[src/rtl/arb_pkg.sv]
`default_nettype none
// ============================================================================
// Module   : arb_pkg
// Purpose  : Shared constants, FSM state encoding and helpers for the
//            16-requester round-robin arbiter.
// Contents : NUM_REQ  - number of requesters
//            ID_W     - width of a requester index
//            HOLD_W   - width of the grant hold counter
//            arb_state_t - arbiter FSM states
//            id_to_onehot() - index to one-hot conversion
// Revision : 1.0 - initial release
// ============================================================================
package arb_pkg;

  localparam int NUM_REQ = 16;
  localparam int ID_W    = 4;
  localparam int HOLD_W  = 8;

  typedef enum logic [1:0] {
    ST_IDLE    = 2'd0,
    ST_BUSY    = 2'd1,
    ST_RELEASE = 2'd2
  } arb_state_t;

  function automatic logic [NUM_REQ-1:0] id_to_onehot(input logic [ID_W-1:0] id);
    logic [NUM_REQ-1:0] v;
    v     = '0;
    v[id] = 1'b1;
    return v;
  endfunction

endpackage : arb_pkg
`default_nettype wire

[src/rtl/grant_encoder.sv]
`default_nettype none
// ============================================================================
// Module   : grant_encoder
// Purpose  : Converts a one-hot grant vector into the binary index of its set
//            bit. Any vector that is not exactly one-hot (including all-zero)
//            encodes to index 0.
// Ports    : onehot_vec [NUM_REQ-1:0] in  - one-hot grant vector
//            index      [ID_W-1:0]    out - binary index of the set bit
// Revision : 1.0 - initial release
// ============================================================================
module grant_encoder
  import arb_pkg::*;
(
  input  logic [NUM_REQ-1:0] onehot_vec,
  output logic [ID_W-1:0]    index
);

  logic [ID_W-1:0] w_or_index;
  logic            w_is_onehot;

  // OR-ing the indices of all set bits is exact only for one-hot input;
  // the validity check below forces everything else to zero.
  always_comb begin
    w_or_index = '0;
    for (int i = 0; i < NUM_REQ; i++) begin
      if (onehot_vec[i]) begin
        w_or_index = w_or_index | ID_W'(i);
      end
    end
  end

  // A vector is one-hot when it is non-zero and clearing its lowest set bit
  // leaves nothing behind.
  assign w_is_onehot = (onehot_vec != '0) &&
                       ((onehot_vec & (onehot_vec - NUM_REQ'(1))) == '0);

  assign index = w_is_onehot ? w_or_index : '0;

endmodule : grant_encoder
`default_nettype wire

[src/rtl/req_arbiter_16.sv]
`default_nettype none
// ============================================================================
// Module   : req_arbiter_16
// Purpose  : 16-requester round-robin arbiter with a bounded hold time.
//            A grant is held until the owner pulses done, drops its request,
//            or has held the grant for HOLD_MAX cycles (forced release, which
//            raises timeout for one cycle). Every grant is followed by one
//            idle cycle with grant=0 before the next grant appears.
// Params   : HOLD_MAX - maximum grant hold in cycles (legal range 1..255)
// Ports    : clk         in  - clock, rising edge
//            reset_n     in  - asynchronous active-low reset
//            req   [15:0] in  - request levels, bit i = requester i
//            done         in  - release pulse from the current owner
//            grant [15:0] out - registered one-hot grant, zero when idle
//            grant_id [3:0] out - index of the granted requester (0 if none)
//            grant_valid  out - high when grant is non-zero
//            timeout      out - one-cycle pulse on forced release
// Revision : 1.0 - initial release
// ============================================================================
module req_arbiter_16
  import arb_pkg::*;
#(
  parameter int HOLD_MAX = 15
) (
  input  logic               clk,
  input  logic               reset_n,
  input  logic [NUM_REQ-1:0] req,
  input  logic               done,
  output logic [NUM_REQ-1:0] grant,
  output logic [ID_W-1:0]    grant_id,
  output logic               grant_valid,
  output logic               timeout
);

  localparam logic [HOLD_W-1:0] c_hold_max = HOLD_W'(HOLD_MAX);

  // --------------------------------------------------------------------------
  // State
  // --------------------------------------------------------------------------
  arb_state_t          r_state;
  logic [NUM_REQ-1:0]  r_grant;
  logic                r_grant_valid;
  logic                r_timeout;
  logic [ID_W-1:0]     r_last_id;
  logic [HOLD_W-1:0]   r_hold_cnt;

  // --------------------------------------------------------------------------
  // Combinational helpers
  // --------------------------------------------------------------------------
  logic [ID_W-1:0]     w_grant_id;
  logic [ID_W-1:0]     w_cand;
  logic [ID_W-1:0]     w_win_id;
  logic                w_win_found;
  logic                w_req_dropped;
  logic                w_hold_expired;
  logic                w_release;
  logic                w_timeout_cause;

  grant_encoder u_grant_encoder (
    .onehot_vec (r_grant),
    .index      (w_grant_id)
  );

  // Round-robin search: start one past the last winner and walk upward,
  // wrapping 15->0. The 4-bit addition wraps naturally, so when only the
  // last winner is requesting the search ends back on it.
  always_comb begin
    w_win_found = 1'b0;
    w_win_id    = '0;
    w_cand      = '0;
    for (int k = 0; k < NUM_REQ; k++) begin
      w_cand = r_last_id + ID_W'(k) + ID_W'(1);
      if (!w_win_found && req[w_cand]) begin
        w_win_found = 1'b1;
        w_win_id    = w_cand;
      end
    end
  end

  assign w_req_dropped   = !req[w_grant_id];
  assign w_hold_expired  = (r_hold_cnt == c_hold_max);
  assign w_release       = done || w_req_dropped || w_hold_expired;
  // A normal release takes precedence over the hold limit when both occur
  // in the same cycle, so timeout only flags a genuinely forced release.
  assign w_timeout_cause = w_hold_expired && !done && !w_req_dropped;

  // --------------------------------------------------------------------------
  // FSM and registered outputs
  // --------------------------------------------------------------------------
  // The RELEASE cycle is the mandatory zero-grant gap. Arbitration is done
  // on the edge that closes it (as well as from IDLE), so a waiting requester
  // sees its grant right after that single gap cycle; with no requests the
  // FSM falls back to IDLE.
  always_ff @(posedge clk or negedge reset_n) begin
    if (!reset_n) begin
      r_state       <= ST_IDLE;
      r_grant       <= '0;
      r_grant_valid <= 1'b0;
      r_timeout     <= 1'b0;
      r_hold_cnt    <= '0;
      r_last_id     <= ID_W'(NUM_REQ - 1);
    end else begin
      r_timeout <= 1'b0;
      case (r_state)
        ST_IDLE, ST_RELEASE: begin
          if (w_win_found) begin
            r_state       <= ST_BUSY;
            r_grant       <= id_to_onehot(w_win_id);
            r_grant_valid <= 1'b1;
            r_last_id     <= w_win_id;
            r_hold_cnt    <= HOLD_W'(1);
          end else begin
            r_state       <= ST_IDLE;
            r_grant       <= '0;
            r_grant_valid <= 1'b0;
            r_hold_cnt    <= '0;
          end
        end

        ST_BUSY: begin
          if (w_release) begin
            r_state       <= ST_RELEASE;
            r_grant       <= '0;
            r_grant_valid <= 1'b0;
            r_hold_cnt    <= '0;
            r_timeout     <= w_timeout_cause;
          end else begin
            r_hold_cnt    <= r_hold_cnt + HOLD_W'(1);
          end
        end

        default: begin
          r_state       <= ST_IDLE;
          r_grant       <= '0;
          r_grant_valid <= 1'b0;
          r_hold_cnt    <= '0;
        end
      endcase
    end
  end

  assign grant       = r_grant;
  assign grant_id    = w_grant_id;
  assign grant_valid = r_grant_valid;
  assign timeout     = r_timeout;

endmodule : req_arbiter_16
`default_nettype wire

[config.mk]
export PLATFORM = sky130hd
export DESIGN_NAME = req_arbiter_16
export DESIGN_NICKNAME = d
export VERILOG_FILES = /design/src/rtl/arb_pkg.sv /design/src/rtl/grant_encoder.sv /design/src/rtl/req_arbiter_16.sv
export SDC_FILE = /design/constraint.sdc
export NUM_CORES = 1
export LEC_CHECK = 0
export ABC_CLOCK_PERIOD_IN_PS = 14540
export BUFFER_PORTS_ARGS = -buffer_cell sky130_fd_sc_hd__buf_2
export CORE_MARGIN = 2
export CORE_UTILIZATION = 30
export DETAILED_ROUTE_END_ITERATION = 10
export GPL_TIMING_DRIVEN = 0
export SLEW_MARGIN = 15
export SYNTH_ARGS = -nofsm -noshare
export SYNTH_HDL_FRONTEND = slang
export SYNTH_SLANG_ARGS = --single-unit
[constraint.sdc]
create_clock -name clk -period 14.54 [get_ports clk]
set_input_delay 4.362 -clock clk [delete_from_list [all_inputs] [get_ports clk]]
set_output_delay 4.362 -clock clk [all_outputs]
set_load 0.05 [all_outputs]
==> results.json <==
{
  "worst_hold_path_type": "reg2reg",
  "ctsResizeCount": 0,
  "crit_type": "reg2out",
  "synth_seq_cells": 32,
  "min_period_ns": 7.847,
  "synth_top_area_share": 0.1819,
  "drv_slew": 0,
  "yosys-top-cells-area": "mux4_2, dfrtp_1, mux2i_1, mux2_2, nor2_1",
  "cts_hold_buf": 0,
  "portBuffers": 40,
  "dieWidth_um": 124.2,
  "cts_buffers": 5,
  "vias_per_cell": 6.139,
  "cp.arrival_ns": 3.48,
  "worst_setup_path_start_kind": "register",
  "post_cts_buffers": 0,
  "yosys_warnings": 0,
  "status": "complete, no violations",
  "place_hpwl_um": 10840,
  "synth-async-reset-ratio": 1.000,
  "synth_cell_types": 61,
  "grt_max_degree": 33,
  "fmax_ghz": 0.1274,
  "fin_tns_setup_ns": 0,
  "synth_edf_count": 0,
  "finalCritPeriodShare": 0.5397,
  "cp_data_required_time_ns": 10.18,
  "setup-violations-final": 0,
  "layout.nets": 565,
  "synthesis.area_um2": 4334,
  "clk_pin_slew_ns": 0.05,
  "drcViolationCount": 0,
  "die_h_um": 124.2,
  "rsz0062_at_grt": "false",
  "cts_max_level": 2,
  "synth_area_leader_cell": "mux4_2",
  "routed_wl_um": 14080,
  "dr.pass1.iters": 5,
  "cp_max_fo": 5,
  "drtIter0Drc": 385,
  "io_pins": 41,
  "rows": 43,
  "ys_seq_area_frac": 0.1859,
  "synthCells": 490,
  "endpoint_kind": "output pin",
  "ant_nets": 0,
  "cap_viol_max_count": 0,
  "worst_clock_skew_ns": 0.004425,
  "grt_pass1_wl_um": 22710,
  "avgSynthCellArea_um2": 8.845,
  "wire_per_inst_um": 19.61,
  "synth_flop_cell": "dfrtp_1",
  "hold_viol": 0,
  "clkSinkCount": 32,
  "diodes": 0,
  "synthToLayoutAreaGrowth_pct": 12.99,
  "cts.path.max_buffers": 2,
  "slew_headroom": 0.3981,
  "grt_pass1_vias": 4151,
  "antenna_found_initial": 0,
  "syn_nets": 518,
  "grt.total_usage": 0.1903,
  "via_count": 4408,
  "worstMarginPinSlew_ns": 0.8998,
  "clockRootBuffer": "clkbuf_16",
  "drive_above_1_share": 0.2379,
  "gp_congestion": 0.9729,
  "core_um2": 13990,
  "start_util": 0.3098,
  "cts_tree": "yes",
  "clk_latency_ns": 0.27,
  "overflow": 0,
  "dieArea_um2": 15420
}
==> layout make-up <==
cell class / instances / area, um2
clock inverters: 1 / 5.005
fillers: 1468 / 9091
inverters: 30 / 112.6
multi-input cells: 407 / 3306
well taps: 180 / 225.2
repair buffers: 40 / 200.2
flip-flops and latches: 32 / 805.8
clock buffers: 7 / 132.6
plain buffers: 21 / 110.1
==> per-layer routing <==
layer	global-route usage	share of wire
met5	0	0
met4	0.06812	0.031
met3	0.01969	0.081
met2	0.3111	0.47
met1	0.2608	0.41
==> cells in the final DEF, fill, tap and decap left out, types with 5 or more instances in the layout <==
cell,instances
a21oi_1,22
a22oi_1,9
a31oi_1,5
and3_1,7
buf_2,47
clkbuf_1,10
clkbuf_16,5
dfrtp_1,28
ha_1,9
inv_1,29
mux2_2,20
mux2i_1,27
mux4_2,35
nand2_1,34
nand2b_1,10
nand3_1,19
nor2_1,47
nor3_1,16
nor4_1,10
o211ai_1,7
o21ai_0,21
o22ai_1,18
or4_1,5
xnor2_1,17
xor2_1,6
==> path summary, 6_finish.rpt <==
kind	cells past startpoint	to	startpoint	slack, ns
max in group asynchronous	1	grant[10]	reset_n	9.93
setup reg to reg	15	grant[1]	r_last_id[1]	8.48
setup / recovery	8	grant_id[1]	grant[1]	6.69
hold reg to reg	1	r_hold_cnt[0]	r_hold_cnt[0]	0.49
hold / removal	1	r_hold_cnt[0]	r_hold_cnt[0]	0.49
min in group asynchronous	1	r_hold_cnt[1]	reset_n	4.14
==> through the flow <==
stage / hold slack, ns / util / area, um2 / worst slack (ns) / std cells
5_1_grt: 0.5294 / 0.3501 / 4897 / 6.546 / 718
3_3_place_gp: 0.4705 / 0.3403 / 4760 / 6.607 / 710
4_1_cts: 0.4899 / 0.3501 / 4897 / 6.742 / 718
2_1_floorplan: 0.4452 / - / 4334 / 6.737 / 490
6_report: 0.4887 / 0.3501 / 4897 / 6.693 / 718
3_5_place_dp: 0.4805 / 0.3403 / 4760 / 6.573 / 710
==> cells in the mapped netlist, types with 5 or more instances <==
cell	count
mux4_2	35
xor2_1	6
a22oi_1	9
inv_1	29
o21ai_0	21
ha_1	9
xnor2_1	17
or4_1	5
a21oi_1	22
mux2i_1	27
and3_1	7
nand3_1	19
dfrtp_1	28
nor3_1	16
a31oi_1	5
nor4_1	10
buf_2	7
nand2b_1	10
o211ai_1	7
nand2_1	34
o22ai_1	18
clkbuf_1	8
mux2_2	20
nor2_1	47
==> registers in the layout, indices dropped and copies added (netlist names) <==
signal,flops
r_state,2
r_hold_cnt,8
grant_valid,1
timeout,1
r_last_id,4
grant,16
==> logic make-up (layout without fill, tap and decap cells) <==
group,after synthesis,after routing,share of synthesized area
AND/OR/NAND/NOR,174,174,0.2070
AO/OA/AOI/OAI,117,117,0.1825
multiplexers,82,82,0.2962
buffers and inverters,51,99,0.05138
flip-flops,32,32,0.1859
XOR/XNOR,23,23,0.04648
adder cells (fa/ha/maj),11,11,0.03060
==> worst max-delay path, cell delays in order, from the launching register on <==
cell and delay [ns]:
dfrtp_1 0.42, or4_4 0.59, or4_4 0.51, nor3_1 0.27, o221ai_1 0.22, nor4_1 0.62
nand2_1 0.23, inv_1 0.10, buf_2 0.26
Power is left out: the tool's default activity adds up to more than one toggle a clock period on the data nets, which glitch-free logic cannot reach.
